==> config.mk <==
export PLATFORM = sky130hd
export DESIGN_NAME = sqvl_level_gen
export DESIGN_NICKNAME = d
export VERILOG_FILES = /design/src/rtl/sqvl_pkg.sv /design/src/rtl/sqvl_en_delay.sv /design/src/rtl/sqvl_level_gen.sv
export SDC_FILE = /design/constraint.sdc
export NUM_CORES = 1
export LEC_CHECK = 0
export BUFFER_PORTS_ARGS = -buffer_cell sky130_fd_sc_hd__buf_2
export CAP_MARGIN = 40
export CORE_UTILIZATION = 58
export DETAILED_ROUTE_END_ITERATION = 10
export PLACE_DENSITY = 0.8
export SLEW_MARGIN = 20
export SYNTH_ARGS = -nofsm -noshare
export SYNTH_HDL_FRONTEND = slang
export SYNTH_HIERARCHICAL = 1
export SYNTH_SLANG_ARGS = --single-unit
==> constraint.sdc <==
create_clock -name Clock -period 3.5 [get_ports Clock]
set_input_delay 0.175 -clock Clock [delete_from_list [all_inputs] [get_ports Clock]]
set_output_delay 0.175 -clock Clock [all_outputs]
set_load 0.03 [all_outputs]
==> src/rtl/sqvl_pkg.sv <==
// sqvl_pkg: shared types and defaults for the SQVL square-wave level source.
//   DW      level code width
//   CW      phase-length counter width
//   EN_DLY  cycles from a Dout update to its EN strobe (downstream pipeline depth)
//   sqvl_state_e  FSM states IDLE / HIGH / LOW
//   sqvl_cfg_t    levels, phase lengths and slew step, as held in shadow/active
package sqvl_pkg;

    localparam int DW     = 12;
    localparam int CW     = 16;
    localparam int EN_DLY = 2;

    typedef enum logic [1:0] {
        ST_IDLE = 2'd0,
        ST_HIGH = 2'd1,
        ST_LOW  = 2'd2
    } sqvl_state_e;

    typedef struct packed {
        logic [DW-1:0] hi_level;
        logic [DW-1:0] lo_level;
        logic [CW-1:0] hi_cycles;
        logic [CW-1:0] lo_cycles;
        logic [DW-1:0] slew_step;
    } sqvl_cfg_t;

    // A programmed length of 0 behaves as a one-cycle phase.
    function automatic logic [CW-1:0] eff_len(input logic [CW-1:0] n);
        return (n == '0) ? CW'(1) : n;
    endfunction

    // One slew step toward tgt, clamped so the target is never overshot.
    // Step 0 is a direct jump.
    function automatic logic [DW-1:0] slew_next(input logic [DW-1:0] cur,
                                                input logic [DW-1:0] tgt,
                                                input logic [DW-1:0] step);
        logic [DW-1:0] diff;
        if (step == '0 || cur == tgt) return tgt;
        if (cur < tgt) begin
            diff = tgt - cur;
            return (diff <= step) ? tgt : cur + step;
        end
        diff = cur - tgt;
        return (diff <= step) ? tgt : cur - step;
    endfunction

endpackage

==> src/rtl/sqvl_en_delay.sv <==
// sqvl_en_delay: DEPTH-stage shift register that delays the level-update
// marker so EN reaches the voltage path together with the Dout value that
// has travelled through its register pipeline.
//   Clock   in  rising-edge clock
//   nReset  in  asynchronous active-low clear (drops pulses in flight)
//   mark_i  in  update marker
//   en_o    out marker delayed by DEPTH cycles
module sqvl_en_delay
    import sqvl_pkg::*;
#(
    parameter int DEPTH = EN_DLY
) (
    input  logic Clock,
    input  logic nReset,
    input  logic mark_i,
    output logic en_o
);

    logic [DEPTH-1:0] sr_q;
    logic [DEPTH-1:0] sr_d;

    always_comb begin
        sr_d    = sr_q << 1;
        sr_d[0] = mark_i;
    end

    always_ff @(posedge Clock or negedge nReset) begin
        if (!nReset) sr_q <= '0;
        else         sr_q <= sr_d;
    end

    assign en_o = sr_q[DEPTH-1];

endmodule

==> src/rtl/sqvl_level_gen.sv <==
// sqvl_level_gen: square-wave level source for the SQVL voltage path.
// Alternates Dout between the high and low level codes for programmed phase
// lengths and emits an EN strobe EN_DLY cycles after every Dout change.
// New settings go to a shadow copy and reach the active copy only at a
// period start (or immediately while idle), so a period is never glitched.
//
// Handshake: Load is accepted on a rising edge where Ready=1; the inputs are
// captured into shadow and Ready stays low until the commit edge. Load while
// Ready=0 is ignored.
//
// Optional feature macro: SQVL_SLEW_EN -- Dout ramps by SlewStep per cycle
// (each step strobes EN); otherwise Dout jumps and SlewStep is ignored.
//
// Ports:
//   Clock, nReset          clock, asynchronous active-low reset
//   Run                    1 = generate, 0 = park at low level (IDLE)
//   Load / Ready           shadow-load request / acceptance
//   HiLevel, LoLevel       level codes (DW)
//   HiCycles, LoCycles     phase lengths in clocks (CW), 0 behaves as 1
//   SlewStep               ramp step (DW), SQVL_SLEW_EN only
//   Dout, EN, Phase        level code, latch strobe, 1 = high phase
//   DbgState               current FSM state
module sqvl_level_gen
    import sqvl_pkg::*;
(
    input  logic          Clock,
    input  logic          nReset,
    input  logic          Run,
    input  logic          Load,
    output logic          Ready,
    input  logic [DW-1:0] HiLevel,
    input  logic [DW-1:0] LoLevel,
    input  logic [CW-1:0] HiCycles,
    input  logic [CW-1:0] LoCycles,
    input  logic [DW-1:0] SlewStep,
    output logic [DW-1:0] Dout,
    output logic          EN,
    output logic          Phase,
    output sqvl_state_e   DbgState
);

    sqvl_state_e   state_q, state_d;
    logic [CW-1:0] cnt_q, cnt_d;
    sqvl_cfg_t     act_q, act_d;
    sqvl_cfg_t     shd_q, shd_d;
    logic          pend_q, pend_d;
    logic [DW-1:0] dout_q, dout_d;
    logic          phase_q;
    logic          upd_q;
    logic          enter_high;
    logic          commit;
    logic          load_ok;
    logic [DW-1:0] target;

    // Next state and phase counter. Run=0 overrides everything.
    always_comb begin
        state_d    = state_q;
        cnt_d      = cnt_q;
        enter_high = 1'b0;
        if (!Run) begin
            state_d = ST_IDLE;
            cnt_d   = CW'(1);
        end else begin
            case (state_q)
                ST_IDLE: begin
                    state_d    = ST_HIGH;
                    cnt_d      = CW'(1);
                    enter_high = 1'b1;
                end
                ST_HIGH: begin
                    if (cnt_q >= eff_len(act_q.hi_cycles)) begin
                        state_d = ST_LOW;
                        cnt_d   = CW'(1);
                    end else begin
                        cnt_d = cnt_q + CW'(1);
                    end
                end
                ST_LOW: begin
                    if (cnt_q >= eff_len(act_q.lo_cycles)) begin
                        state_d    = ST_HIGH;
                        cnt_d      = CW'(1);
                        enter_high = 1'b1;
                    end else begin
                        cnt_d = cnt_q + CW'(1);
                    end
                end
                default: begin
                    state_d = ST_IDLE;
                    cnt_d   = CW'(1);
                end
            endcase
        end
    end

    // Shadow capture and commit. A Load can only be accepted with pend_q=0,
    // and a commit needs pend_q=1, so a Load arriving at a period start is
    // committed at the following period start.
    always_comb begin
        load_ok = Load && !pend_q;
        commit  = pend_q && ((state_q == ST_IDLE) || enter_high);
        shd_d   = shd_q;
        act_d   = act_q;
        pend_d  = pend_q;
        if (load_ok) begin
            shd_d.hi_level  = HiLevel;
            shd_d.lo_level  = LoLevel;
            shd_d.hi_cycles = HiCycles;
            shd_d.lo_cycles = LoCycles;
            shd_d.slew_step = SlewStep;
            pend_d          = 1'b1;
        end
        if (commit) begin
            act_d  = shd_q;
            pend_d = 1'b0;
        end
    end

    // Dout follows the registered state, so it (and Phase) trail the FSM by
    // one cycle: Run sampled at edge 0 shows HiLevel after edge 1.
    assign target = (state_q == ST_HIGH) ? act_q.hi_level : act_q.lo_level;

`ifdef SQVL_SLEW_EN
    assign dout_d = slew_next(dout_q, target, act_q.slew_step);
`else
    logic unused_slew;
    assign unused_slew = ^act_q.slew_step;
    assign dout_d      = target;
`endif

    always_ff @(posedge Clock or negedge nReset) begin
        if (!nReset) begin
            state_q <= ST_IDLE;
            cnt_q   <= CW'(1);
            act_q   <= '0;
            shd_q   <= '0;
            pend_q  <= 1'b0;
            dout_q  <= '0;
            phase_q <= 1'b0;
            upd_q   <= 1'b0;
        end else begin
            state_q <= state_d;
            cnt_q   <= cnt_d;
            act_q   <= act_d;
            shd_q   <= shd_d;
            pend_q  <= pend_d;
            dout_q  <= dout_d;
            phase_q <= (state_q == ST_HIGH);
            upd_q   <= (dout_d != dout_q);
        end
    end

    sqvl_en_delay #(.DEPTH(EN_DLY)) u_en_delay (
        .Clock  (Clock),
        .nReset (nReset),
        .mark_i (upd_q),
        .en_o   (EN)
    );

    assign Dout     = dout_q;
    assign Phase    = phase_q;
    assign Ready    = !pend_q;
    assign DbgState = state_q;

endmodule

==> impl_metrics.csv <==
group,metric,value,unit
logic_synthesis,ys_ff_latch,147,
worst_setup_path,crit_required,3.81,ns
route,ant_nets,0,
cts,hold_buffers,58,
cts,cts_resized,0,
global_route,grtUsageTotal,24.8,%
logic_synthesis,avgSynthCellArea,13.6,um2
cells_and_area,finalNonFillerCells,796,
cts,cts.clk_slew.worst_paths,0.06,ns
route,drt-vias-per-instance,5.47,
power_and_ir_drop,netSwitchingPower,2.44,mW
sta,drv_slew,0,
worst_setup_path,slowest_delay,0.40,ns
placed_design,dp_cells,709,
route,first_pass_iters,5,
floorplanning,coreArea,11400,um2
route,drtIter0Drc,238,
placed_design,placed_area,7370,um2
cts,clockRootBuffer,"clkbuf_16",
global_route,grt_pass1_wl,23500,um
cts,clock-sinks,147,
power_and_ir_drop,irDropWorstVdd,0.652,mV
sta,slew_headroom,49.2,%
logic_synthesis,netlist_instances,501,
sta,fin_crit_sh,85.1,%
logic_synthesis,ys_seq_area_share,54.0,%
power_and_ir_drop,intPower,5.21,mW
logic_synthesis,synth_cell_type_count,41,
cells_and_area,nets,752,
cts,cts_setup_buffers,0,
floorplanning,fp.dieH,110,um
route,vias,4355,
global_route,antenna_found_initial,0,
worst_setup_path,cp-start-kind,"flop",
power_and_ir_drop,power-per-cell-area,894,nW/um2
route,drc_errors,0,
floorplanning,row_count,39,
global_route,gr-total-overflow,0,
run_status,status,"complete, no violations",
floorplanning,initial_core_util,59.7,%
power_and_ir_drop,leakage,4.10,nW
sta,setup_viol,0,
floorplanning,io_pins,89,
worst_setup_path,endpoint_kind,"flop",
worst_setup_path,cp_slowest_cell,"nor4_1",
sta,clock.fmax,336,MHz
cts,cts_made_buffers,17,
sta,skew,0.00731,ns
global_route,grt_max_degree,61,
power_and_ir_drop,swShare,31.9,%
sta,rsz0062_at_grt,"no",
sta,tightest_slew,0.762,ns
cells_and_area,fin_area,8560,um2
sta,fin_tns_setup,0,ns
logic_synthesis,ys.flop_type,"dfrtp_1",
power_and_ir_drop,total_power,7.65,mW
logic_synthesis,yosysWarnings,6,
power_and_ir_drop,pwr-share-clk,24.3,%
cells_and_area,antennaDiodeCount,0,
cts,h-tree-depth,4,
cells_and_area,drive_gt1_share,36.8,%
cells_and_area,syn_to_final_growth,25.6,%
placed_design,finalWeightedCongestion,0.721,
worst_setup_path,path_cells,"nor4_1, a41o_1, ha_1, nor2b_1, o21ai_1, a21oi_1, o41ai_4, a22oi_2, buf_12, mux2_2",
sta,min_period,2.98,ns
route,routedWlPerCell,16.9,um
global_route,first_global_vias,4916,
flow_run,drv_cap,0,
cts,clock_path_buffers,2,
logic_synthesis,synthesis.nets,610,
hold_path,hp-class,"in -> async",
floorplanning,die_w,110,um
power_and_ir_drop,comb_power_share,36.5,%
placed_design,io_buffers,76,
cts,clock_latency,0.43,ns
cts,cts_tree,"done",
placed_design,hpwl,8880,um
sta,final-hold-violation-count,0,
logic_synthesis,syn-cell-area,6820,um2
power_and_ir_drop,power.share.sequential,39.2,%
logic_synthesis,synth_edf_count,0,
floorplanning,design.die.area,12200,um2
worst_setup_path,critPathTopFamily,"compound AO/OA/AOI/OAI gates",
route,wirelength,13500,um
cells_and_area,utilization,75.0,%
cells_and_area,n_fill_cell,705,
worst_setup_path,path_buf_inv,1,
logic_synthesis,async_flop_share,100,%
worst_setup_path,worstPathArrival,3.29,ns
worst_setup_path,cp_max_fo,38,
worst_setup_path,path_class,"reg -> reg",
[logic make-up (layout without fill, tap and decap cells)]
| group | after synthesis | count (layout) | synth area share [%] |
|---|---|---|---|
| AOI/OAI and AO/OA | 37 | 37 | 3.84 |
| xor gates and xnor gates | 26 | 26 | 3.34 |
| adders and majority gates | 37 | 37 | 6.79 |
| buffers and inverters | 53 | 205 | 3.52 |
| DFF | 147 | 147 | 54.0 |
| muxes | 125 | 125 | 22.8 |
| and+or+nand+nor | 76 | 76 | 5.69 |
[synth_stat cells, types with 3 or more instances]
| cell type | n | area share, % |
|---|---|---|
| dfrtp_1 | 146 | 54 |
| mux2_2 | 84 | 14 |
| mux2_4 | 40 | 8.8 |
| ha_1 | 37 | 6.8 |
| inv_1 | 36 | 2.0 |
| xor2_1 | 21 | 2.7 |
| nand2_1 | 17 | 0.94 |
| nor3_1 | 17 | 1.2 |
| a21oi_1 | 14 | 1.0 |
| nor4_1 | 10 | 0.92 |
| nor2_1 | 9 | 0.50 |
| nand3_1 | 8 | 0.59 |
| clkbuf_1 | 6 | 0.33 |
| nand4_1 | 6 | 0.55 |
| o21ai_0 | 6 | 0.44 |
| buf_6 | 5 | 0.83 |
| xnor2_1 | 5 | 0.64 |
| a21o_1 | 3 | 0.33 |
| buf_1 | 3 | 0.17 |
| buf_2 | 3 | 0.22 |
[sequential cells by signal (all words and copies together) (netlist names)]
name and cells:
Dout 12, u_en_delay/sr_q 2, Phase 1, DbgState 2, shd_q 56, cnt_q 16, upd_q 1, pend_q 1
act_q 56
[power by group through the flow]
stage | Combinational [mW] | Clock (mW) | Sequential (mW)
floorplan | 2.10 | 0 | 3.00
global placement | 2.61 | 0 | 2.98
detailed placement | 2.74 | 0 | 3.01
CTS | 2.82 | 1.89 | 3.00
global route | 3.05 | 1.98 | 3.09
finish | 2.80 | 1.86 | 3.00
[final timing paths]
check	start	end	slack [ns]	cells after the start
min in group Clock	upd_q$_DFF_PN0_	u_en_delay/sr_q[0]$_DFF_PN0_	0.35	0
max in group asynchronous	nReset	act_q[60]$_DFFE_PN0P_	2.25	4
setup reg to reg	act_q[20]$_DFFE_PN0P_	act_q[55]$_DFFE_PN0P_	0.52	10
setup / recovery	act_q[20]$_DFFE_PN0P_	act_q[55]$_DFFE_PN0P_	0.52	10
hold reg to reg	upd_q$_DFF_PN0_	u_en_delay/sr_q[0]$_DFF_PN0_	0.35	0
hold / removal	nReset	act_q[36]$_DFFE_PN0P_	0.31	2
[per-stage QoR]
stage | hold slack, ns | worst slack (ns)
after global placement | 0.338 | 0.605
after global routing | 0.344 | 0.260
after floorplan | -0.121 | 1.04
after detailed placement | 0.194 | 0.537
final | 0.306 | 0.521
after CTS | 0.315 | 0.500
[layer usage]
layer / vias up / global-route usage, % / routed length [um] / share of wire (%)
li1: 2043 / - / - / -
met1: 2161 / 29.9 / 5600 / 42
met2: 114 / 40.8 / 6780 / 50
met3: 37 / 7.79 / 702 / 5.2
met4: 0 / 11.4 / 397 / 2.9
met5: - / 0 / 0 / 0
[placed cells by master (no fill, tap or decap), types with 2 or more instances in the layout]
cell type and n:
nand3_1 8, nand4_1 6, mux2_4 40, nor2_1 9, o21ai_0 6, dlygate4sd3_1 58
clkinvlp_4 2, nor4_1 10, a21oi_1 14, a41o_1 2, clkbuf_16 17, nor3_1 17
clkbuf_8 4, and3_1 2, a21o_1 3, dfrtp_1 146, o21a_1 2, xor2_1 21
mux2_2 84, ha_1 37, buf_4 3, buf_2 75, xnor2_1 5, clkinv_4 2
nand2_1 17, buf_12 2, bufinv_16 3, inv_1 36
[layout make-up]
type	count	area (um2)	area share [%]
clock inverter	8	128	1.49
timing repair buffer	140	1060	12.3
sequential	147	3680	43.0
multi-input combinational	301	2900	33.9
inverter	36	135	1.58
tap	143	179	2.09
clock buffer	21	480	5.61
No activity file was read; power rests on OpenSTA's default activity.
